`src/rtl/pipelined_prefix_adder.sv`:
```
// Fully pipelined Kogge-Stone adder on 2-bit kpg codes, one prefix level per register stage,
// with a global valid/ready stall. Define PPA_SUB_EN to add the sub (subtract-select) port.
module pipelined_prefix_adder #(
   parameter int WIDTH = 16
) (
   input  logic             clk,
   input  logic             reset,
   input  logic             in_valid,
   output logic             in_ready,
   input  logic [WIDTH-1:0] a,
   input  logic [WIDTH-1:0] b,
   input  logic             cin,
`ifdef PPA_SUB_EN
   input  logic             sub,
`endif
   output logic             out_valid,
   input  logic             out_ready,
   output logic [WIDTH-1:0] sum,
   output logic             cout,
   output logic             ovf
);

   localparam int L = $clog2(WIDTH);

   // Position p holds bit p-1; position 0 is the carry-in pseudo-bit.
   typedef logic [WIDTH:0][1:0] kpg_vec_t;

   function automatic logic [1:0] combine(input logic [1:0] upper, input logic [1:0] lower);
      return (upper == 2'b00 || upper == 2'b11) ? upper : lower;
   endfunction

   logic [WIDTH-1:0] b_eff;
   logic             cin_eff;

`ifdef PPA_SUB_EN
   assign b_eff   = sub ? ~b : b;
   assign cin_eff = sub | cin;
`else
   assign b_eff   = b;
   assign cin_eff = cin;
`endif

   kpg_vec_t kpg_in;

   always_comb begin
      kpg_in[0] = {cin_eff, cin_eff};
      for (int i = 0; i < WIDTH; i++) begin
         kpg_in[i+1] = {a[i], b_eff[i]};
      end
   end

   kpg_vec_t         kpg_q   [0:L];
   kpg_vec_t         kpg_d   [1:L];
   logic [WIDTH-1:0] a_q     [0:L];
   logic [WIDTH-1:0] b_q     [0:L];
   logic             valid_q [0:L];
   logic             adv;

   for (genvar k = 1; k <= L; k++) begin : g_level
      localparam int SPAN = 1 << (k - 1);
      kpg_vec_t nxt;
      for (genvar p = 0; p <= WIDTH; p++) begin : g_pos
         if (p >= SPAN) begin : g_comb
            assign nxt[p] = combine(kpg_q[k-1][p], kpg_q[k-1][p-SPAN]);
         end else begin : g_pass
            assign nxt[p] = kpg_q[k-1][p];
         end
      end
      assign kpg_d[k] = nxt;
   end

   // One advance for every stage: a stalled output freezes the whole pipe, bubbles included.
   assign adv      = !valid_q[L] || out_ready;
   assign in_ready = adv;

   // NOTE: data registers are reset along with the valid bits so sum/cout/ovf read 0 out of reset;
   // all state uses non-blocking assignment so every stage samples the previous stage's old value.
   always_ff @(posedge clk or negedge reset) begin
      if (!reset) begin
         for (int s = 0; s <= L; s++) begin
            valid_q[s] <= 1'b0;
            kpg_q[s]   <= '0;
            a_q[s]     <= '0;
            b_q[s]     <= '0;
         end
      end else if (adv) begin
         valid_q[0] <= in_valid;
         kpg_q[0]   <= kpg_in;
         a_q[0]     <= a;
         b_q[0]     <= b_eff;
         for (int s = 1; s <= L; s++) begin
            valid_q[s] <= valid_q[s-1];
            kpg_q[s]   <= kpg_d[s];
            a_q[s]     <= a_q[s-1];
            b_q[s]     <= b_q[s-1];
         end
      end
   end

   logic [WIDTH-1:0] carry;
   logic [1:0]       msb_grp;

   always_comb begin
      for (int i = 0; i < WIDTH; i++) begin
         carry[i] = kpg_q[L][i][0];
      end
   end

   // The top position spans bits WIDTH-1..0 only; a still-propagating group takes the carry-in.
   assign msb_grp   = kpg_q[L][WIDTH];
   assign cout      = (msb_grp == 2'b00 || msb_grp == 2'b11) ? msb_grp[0] : kpg_q[L][0][0];
   assign sum       = a_q[L] ^ b_q[L] ^ carry;
   assign ovf       = carry[WIDTH-1] ^ cout;
   assign out_valid = valid_q[L];

endmodule

```
`config.mk`:
```
export PLATFORM = sky130hd
export DESIGN_NAME = pipelined_prefix_adder
export DESIGN_NICKNAME = d
export VERILOG_FILES = /design/src/rtl/pipelined_prefix_adder.sv
export SDC_FILE = /design/constraint.sdc
export NUM_CORES = 1
export LEC_CHECK = 0
export ABC_AREA = 1
export CAP_MARGIN = 20
export CORE_ASPECT_RATIO = 0.5
export CORE_MARGIN = 3
export CORE_UTILIZATION = 60
export DETAILED_ROUTE_END_ITERATION = 16
export HOLD_SLACK_MARGIN = 0.05
export PLACE_DENSITY = 0.87
export SLEW_MARGIN = 10
export SYNTH_ARGS = -nofsm -noshare
export SYNTH_HDL_FRONTEND = slang
export SYNTH_SLANG_ARGS = --single-unit
```
`constraint.sdc`:
```
create_clock -name clk -period 2.7 [get_ports clk]
set_input_delay 0.54 -clock clk [delete_from_list [all_inputs] [get_ports clk]]
set_output_delay 0.54 -clock clk [all_outputs]
set_load 0.01 [all_outputs]
```
Word-level counts from Yosys, hierarchy flattened
Index checks and enable logic that the tools add are counted.
{"block": "word_totals", "reg_bits": 304, "inputBits": 37, "out_inout_bits": 20, "elab_cells": 321}
{"block": "op_classes", "n_eq_ne": 54, "mux": 54, "bitwise_logic": 3, "reduce_logical": 110}
{"cell": "$eq A2 B2 Y1 const B", "n": 54}
{"cell": "$logic_not A2 Y1", "n": 54}
{"cell": "$mux W2", "n": 38}
{"cell": "$logic_or A1 B1 Y1", "n": 55}
{"cell": "$xor A16 B16 Y16", "n": 2}
{"cell": "$mux W1", "n": 16}
{"cell": "$logic_not A1 Y1", "n": 1}
{"cell": "$xor A1 B1 Y1", "n": 1}

Logic depth before layout (Yosys ltp)
Gate-level depths: netlist of run 1.
{"block": "depth", "word_depth": 4, "depth_mapped": 7, "ltp_nobuf": 5}

Least setup slack after synthesis of run 1
OpenSTA, ideal clock, no wires.
{"block": "synth_path", "kind": "input to output", "startpoint": "input port out_ready", "endpoint": "output port in_ready", "arrival_ps": 1059, "required_time_ps": 2160, "path_slack_ps": 1101, "cell_stages": 5, "path_buffers": 3, "path_cell_list": "inv_2 > nand2_4 > buf_6 > buf_6 > buf_4"}
{"block": "synth_via", "elab_chain_cells": 1}
{"element": "from (decl)", "line_no": "17", "source": "input logic out_ready,"}
{"element": "$logic_or A1 B1 Y1", "line_no": "73", "source": "assign adv = !valid_q[L] || out_ready;"}
{"element": "to (decl)", "line_no": "9", "source": "output logic in_ready,"}
Every way passes these cells.

Final worst setup path of run 1
{"block": "layout_path", "startpoint": "register a_q[14] in the netlist's numbering", "endpoint": "output port sum[14]"}
{"block": "layout_via", "elab_chain_cells": 2}
{"element": "from (decl)", "line_no": "54", "source": "logic [WIDTH-1:0] a_q [0:L];"}
{"element": "from (signal, indexed assignment)", "line_no": "94", "source": "a_q[s] <= a_q[s-1];"}
{"element": "$xor A16 B16 Y16 (2 in a row)", "line_no": "112", "source": "assign sum = a_q[L] ^ b_q[L] ^ carry;"}
{"element": "to (decl)", "line_no": "18", "source": "output logic [WIDTH-1:0] sum,"}
Every way passes these cells.

==> metrics, run 1 <==
run status=finished, final reports clean; post-synth top area cell=dfrtp_1; worst slew pin tran=748 ps; top-area cell type share of the netlist area=58.8%; max-capacitance violation count=0; fin. max-slew vios=0; Avg Inst Size Synth=8.19 um2; Root Buffer=clkbuf_16; Yosys cell types=14; Ys Warns=0; Hold Fails Final Rpt=0; first-pass GRT wire length=43.9 mm; post-synthesis adder-cell area fraction=0%; vias=9378; area grow syn2layout=14.0%; Row Count=35; dpl hpwl=17.1 mm; Worst path most repeated cell=nand2_1; Setup Fix Bufs, Post-CTS=0; Synth Register Bits=272; largest stage delay on the critical path=580 ps; Clock Latency Late Sink=530 ps; CTS H-Tree Depth=1; Tot GR Track Use=25.3%; Hold WC Path Type=in2async; Chip Height=104 um; Post-CTS Hold Fix Bufs=0; critical path's slowest cell=clkdlybuf4s50_1; initial DRC count=983; GRT overflow=0; core region area=18700 um2; Worst IR Drop VDD=0.489 mV; Antenna diodes=0; CTS buffer count=24; Syn Nets=1450; Max clock buf depth=3; Syn Inst Count=1413; unrepaired setup endpoints after global routing=no; die area=21100 um2; fin nets=1490; Setup CP Type=reg2out; Final min period=2420 ps; multiplexer share of the synthesized area=0%; Die X=202 um; final WL=26.0 mm; io pins=57; Setup Skew=28.7 ps; PD cells=1180 nW/um2; Pre-antenna DRT Iters=9; Worst setup EP type=primary output; largest net degree at the start of global routing=142; Slew HR=50.1%; CTS tree=done; largest family of logic cells by synthesized area=simple AND/OR/NAND/NOR gates; fraction of layout cells with a size suffix above 1=4.01%; wire per inst=15.0 um; starting density of the core=62.1%; Post-CTS Resized=0; Pleak=6.99 nW; Req. time, crit path=2160 ps; CTS clk-pin slew, worst paths=70 ps; register area share after synthesis=58.8%; Synth Cell Area=11600 um2; final setup violation count=0; crit path DAT=1880 ps; number of global-route vias before repair=9069; FMAX=0.414 GHz; IO Port Bufs=56; Synth area leaders=dfrtp_1, nand2_1, o21ai_0; initial antenna violation count=1; Max FO, Critical Path=2; Final Util=70.7%; setup TNS=0 ps; CP Cell Sequence=inv_1 > nand2_1 > nand2_1 > nand2_1 > nand2_1 > clkdlybuf4s50_1; Final ANT Viol Nets=0; routability-driven placement congestion ratio=0.822; CP Launch Type=flop; Post-Synth Simple-Gate Area=25.2%; Vias/cell=5.42; clk sinks=272; DRC viols=0; period utilization=89.5%; Synth Area in Compound Gates=8.36%; Power Total=15.6 mW; XOR/XNOR share of the synthesized area=0%; delay-heaviest family, CP=buffers and inverters; WP buf/inv=2
report_power, final:
part,leakage [nW],internal [mW],switching [mW],total [mW]
clock,0.391,2.03,1.54,3.57
sequential,3.42,5.79,1.13,6.92
combinational,3.17,1.87,3.25,5.12
final cells by class:
cell class                      count  area [um2]
Inverter                          151         569
Timing Repair Buffer               73         781
Fill cell                        1289        5460
Multi-Input combinational cell    931        3900
Tap cell                          259         324
Clock buffer                       32         662
Sequential cell                   272        6810
Clock inverter                     12         153
cells by family after synthesis:
group                  count (synthesis)
AND/OR/NAND/NOR                      746
AO/OA/AOI/OAI                        185
flip-flops                           272
buffers and inverters                210
synth_stat cells:
library cell	instances
o21ai_1	2
inv_4	1
buf_6	3
o21ai_0	166
inv_1	149
o211ai_1	17
nand2_1	654
buf_4	9
clkbuf_1	19
nand3_1	91
buf_2	28
inv_2	1
nand2_4	1
dfrtp_1	272
worst paths after layout:
kind | startpoint | end | slack, ps | cells past startpoint
max | a_q[14]$_DFFE_PN0P_ | sum[14] | 280 | 6
min | reset | b_q[3]$_DFFE_PN0P_ | 40 | 1
max reg2reg | out_valid$_DFFE_PN0P_ | kpg_q[119]$_DFFE_PN0P_ | 1110 | 4
min reg2reg | valid_q[1]$_DFFE_PN0P_ | out_valid$_DFFE_PN0P_ | 470 | 2
max in group asynchronous | reset | carry[12]$_DFFE_PN0P_ | 1900 | 2
min in group clk | valid_q[1]$_DFFE_PN0P_ | out_valid$_DFFE_PN0P_ | 470 | 2
state kept, by name (all words and copies together), names as in the netlist:
register and cells:
g_level.nxt 15, kpg_q 91, carry 16, b_q 64, a_q 79, out_valid 1, msb_grp 2, valid_q 4
cell usage in the layout, fill, tap and decap left out:
| cell type | count |
|---|---|
| nand2_1 | 654 |
| dfrtp_1 | 272 |
| o21ai_0 | 166 |
| inv_1 | 149 |
| nand3_1 | 91 |
| clkdlybuf4s50_1 | 55 |
| clkbuf_16 | 25 |
| o211ai_1 | 17 |
| buf_4 | 10 |
| buf_12 | 7 |
| clkbuf_1 | 6 |
| clkinv_2 | 4 |
| clkinvlp_4 | 3 |
| bufinv_16 | 3 |
| o21ai_1 | 2 |
| inv_2 | 1 |
| nand2_8 | 1 |
| inv_4 | 1 |
| inv_6 | 1 |
| clkbuf_8 | 1 |
| inv_8 | 1 |
| buf_8 | 1 |
metal layers:
layer	up-vias	wire (um)	GRT usage, %
met5	-	11	0
met4	2	723	7.41
met3	68	1550	4.13
met2	312	12100	40.5
met1	4527	11600	36.2
li1	4469	-	-
worst reg2reg max path, stage by stage (launching register included):
cell and delay (ps):
dfrtp_1 470, nand2_8 190, buf_4 520, nand3_1 220
o21ai_0 120
stage by stage:
step           instances  setup slack [ps]  hold WS, ps  area (um2)
2_1_floorplan       1413              1100          244       11600
3_3_place_gp        1686               373          431       12400
3_5_place_dp        1686               386          458       12400
4_1_cts             1730               260         72.3       13200
5_1_grt             1730               195         74.3       13200
6_report            1730               283         38.8       13200
No activity file was read; power rests on OpenSTA's default activity.
==> inputs of run 2 (changes only) <==
--- a/config.mk
+++ b/config.mk
@@ -11,6 +11,7 @@
 export CORE_MARGIN = 3
 export CORE_UTILIZATION = 60
 export DETAILED_ROUTE_END_ITERATION = 16
+export GPL_TIMING_DRIVEN = 0
 export HOLD_SLACK_MARGIN = 0.05
 export PLACE_DENSITY = 0.87
 export SLEW_MARGIN = 10
==> metrics, run 2 (synthesis gave the netlist of run 1 again) <==
Pre-antenna DRT Iters=5 (was 9); largest registers=kpg_q (91), a_q (79), b_q (64) (unchanged); sequential share of power=43.5% (was 44.3%); wire per inst=17.7 um (was 15.0 um); Post-Place Worst Slack=-85.6 ps (was 386 ps); CTS tree=done (unchanged); Antenna diodes=0 (unchanged); critical path's slowest cell=clkdlybuf4s50_1 (unchanged); DRC viols=0 (unchanged); Clk pwr share=21.3% (was 22.9%); Hold WC Path Type=reg2reg (was in2async); fin. max-slew vios=0 (unchanged); initial DRC count=1037 (was 983); Max FO, Critical Path=19 (was 2); commonest cells after routing, fill and taps aside=nand2_1, dfrtp_1, o21ai_0, inv_1, nand3_1 (unchanged); Hold Fails Final Rpt=0 (unchanged); Setup Skew=19.7 ps (was 28.7 ps); setup TNS=0 ps (unchanged); vias=9873 (was 9378); Chip Height=104 um (unchanged); Switch Pwr=6.31 mW (was 5.92 mW); switch share=39.7% (was 37.9%); most common cell after layout, fill and taps aside=nand2_1 (unchanged); dpl hpwl=22.2 mm (was 17.1 mm); Row Count=35 (unchanged); period utilization=97.6% (was 89.5%); FMAX=0.380 GHz (was 0.414 GHz); fin nets=1534 (was 1490); register-to-register setup slack=1060 ps (was 1110 ps); starting density of the core=62.1% (unchanged); Power Total=15.9 mW (was 15.6 mW); area grow syn2layout=14.8% (was 14.0%); Root Buffer=clkbuf_16 (unchanged); CTS buffer count=24 (unchanged); Tot GR Track Use=30.4% (was 25.3%); Worst Slack Setup Final=65.4 ps (was 283 ps); final setup violation count=0 (unchanged); CTS H-Tree Depth=1 (unchanged); Combinational Power Share=35.2% (was 32.8%); RR Startpoint=out_valid$_DFFE_PN0P_ (unchanged); worst r2r dst=carry[6]$_DFFE_PN0P_ (was kpg_q[119]$_DFFE_PN0P_); Biggest register=kpg_q (unchanged); io pins=57 (unchanged); unrepaired setup endpoints after global routing=no (unchanged); Final min period=2630 ps (was 2420 ps); P_int=9.59 mW (was 9.69 mW); initial antenna violation count=1 (unchanged); max-capacitance violation count=0 (unchanged); Vias/cell=5.57 (was 5.42); number of flip-flops in the largest register=91 (unchanged); Worst IR Drop VDD=0.658 mV (was 0.489 mV); largest net degree at the start of global routing=117 (was 142); Die X=202 um (unchanged); Slew HR=45.8% (was 50.1%); IO Port Bufs=56 (unchanged); WHS Path Cells=2; Setup CP Type=in2out (was reg2out); final WL=31.4 mm (was 26.0 mm); Pleak=7.07 nW (was 6.99 nW); core region area=18700 um2 (unchanged); clk sinks=272 (unchanged); Max clock buf depth=3 (unchanged); CP Launch Type=input pin (was flop); die area=21100 um2 (unchanged); first-pass GRT wire length=50.9 mm (was 43.9 mm); Req. time, crit path=2160 ps (about the same); Setup Fix Bufs, Post-CTS=0 (unchanged); GRT overflow=0 (unchanged); fraction of layout cells with a size suffix above 1=5.42% (was 4.01%); largest stage delay on the critical path=580 ps (about the same); crit path DAT=2090 ps (was 1880 ps); hold path endpoint=a_q[27]$_DFFE_PN0P_; run status=finished, final reports clean (unchanged); CP Cell Sequence=clkdlybuf4s50_1 > inv_2 > nand2_4 > buf_6 > buf_6 > clkdlybuf4s50_1 (was inv_1 > nand2_1 > nand2_1 > nand2_1 > nand2_1 > clkdlybuf4s50_1); FF-to-FF path depth=4 (unchanged); Final ANT Viol Nets=0 (unchanged); Clock Latency Late Sink=530 ps (about the same); routability-driven placement congestion ratio=0.913 (was 0.822); worst slew pin tran=813 ps (was 748 ps); Hold Path Origin=a_q[27]$_DFFE_PN0P_; number of global-route vias before repair=10.1k (was 9069); CTS clk-pin slew, worst paths=60 ps (was 70 ps); Worst setup EP type=primary output (unchanged); Final Util=71.2% (was 70.7%); PD cells=1200 nW/um2 (was 1180 nW/um2); Post-CTS Resized=0 (unchanged)
==> run 2: cell count changes in the layout (fill, tap and decap cells not counted), sizes merged <==
cell / before / now
dlygate4sd3: 0 / 1
clkbuf: 32 / 51
clkinvlp: 3 / 2
clkinv: 4 / 5
bufinv: 3 / 1
inv: 153 / 152
buf: 18 / 42
==> run 2: layout make-up <==
cell class / count / area [um2]
multi-input combinational: 931 / 3890
timing repair buffer: 59 / 631
clock buffer: 32 / 671
tap: 259 / 324
inverter: 151 / 569
buffer: 58 / 305
clock inverter: 9 / 90.1
fill: 1318 / 5370
sequential: 272 / 6810
==> run 2: power groups by stage <==
stage	Sequential (mW)	Clock, mW	Combinational [mW]
global placement	6.81	0	5.16
floorplan	6.56	0	3.55
global route	7.09	3.54	6.33
finish	6.92	3.38	5.59
detailed placement	6.90	0	5.44
CTS	6.87	3.37	5.53
==> run 2: worst max path at each step <==
stage,endpoint,from
after global routing,in_ready,out_ready
final,in_ready,out_ready
after global placement,kpg_q[130]$_DFFE_PN0P_,reset
after floorplan,in_ready,out_ready
after detailed placement,in_ready,out_ready
after CTS,in_ready,out_ready
==> run 2: per-stage QoR <==
stage	cell area [um2]	cells	hold WS [ps]
after floorplan	11600	1413	244
after global placement	12500	1728	443
after detailed placement	12500	1730	459
after CTS	13300	1771	472
after global routing	13300	1771	494
final	13300	1771	474
==> run 2: worst max-delay path, delay by kind of cell <==
family | cells | cell delay (ps)
and+or+nand+nor | 1 | 90
buffers and inverters | 5 | 1460
==> run 2: routing by layer <==
layer	track usage (%)	vias up	share of wire, %
met3	8.35	91	9.6
met4	9.48	0	3.1
li1	-	4550	-
met2	48.5	461	46
met1	41.3	4771	42
met5	0	-	0
==> run 2: what timing repair did <==
action	CTS	global route
endpoints found under the hold margin	60	0
hold buffers	1	0
setup endpoints to repair	1	0
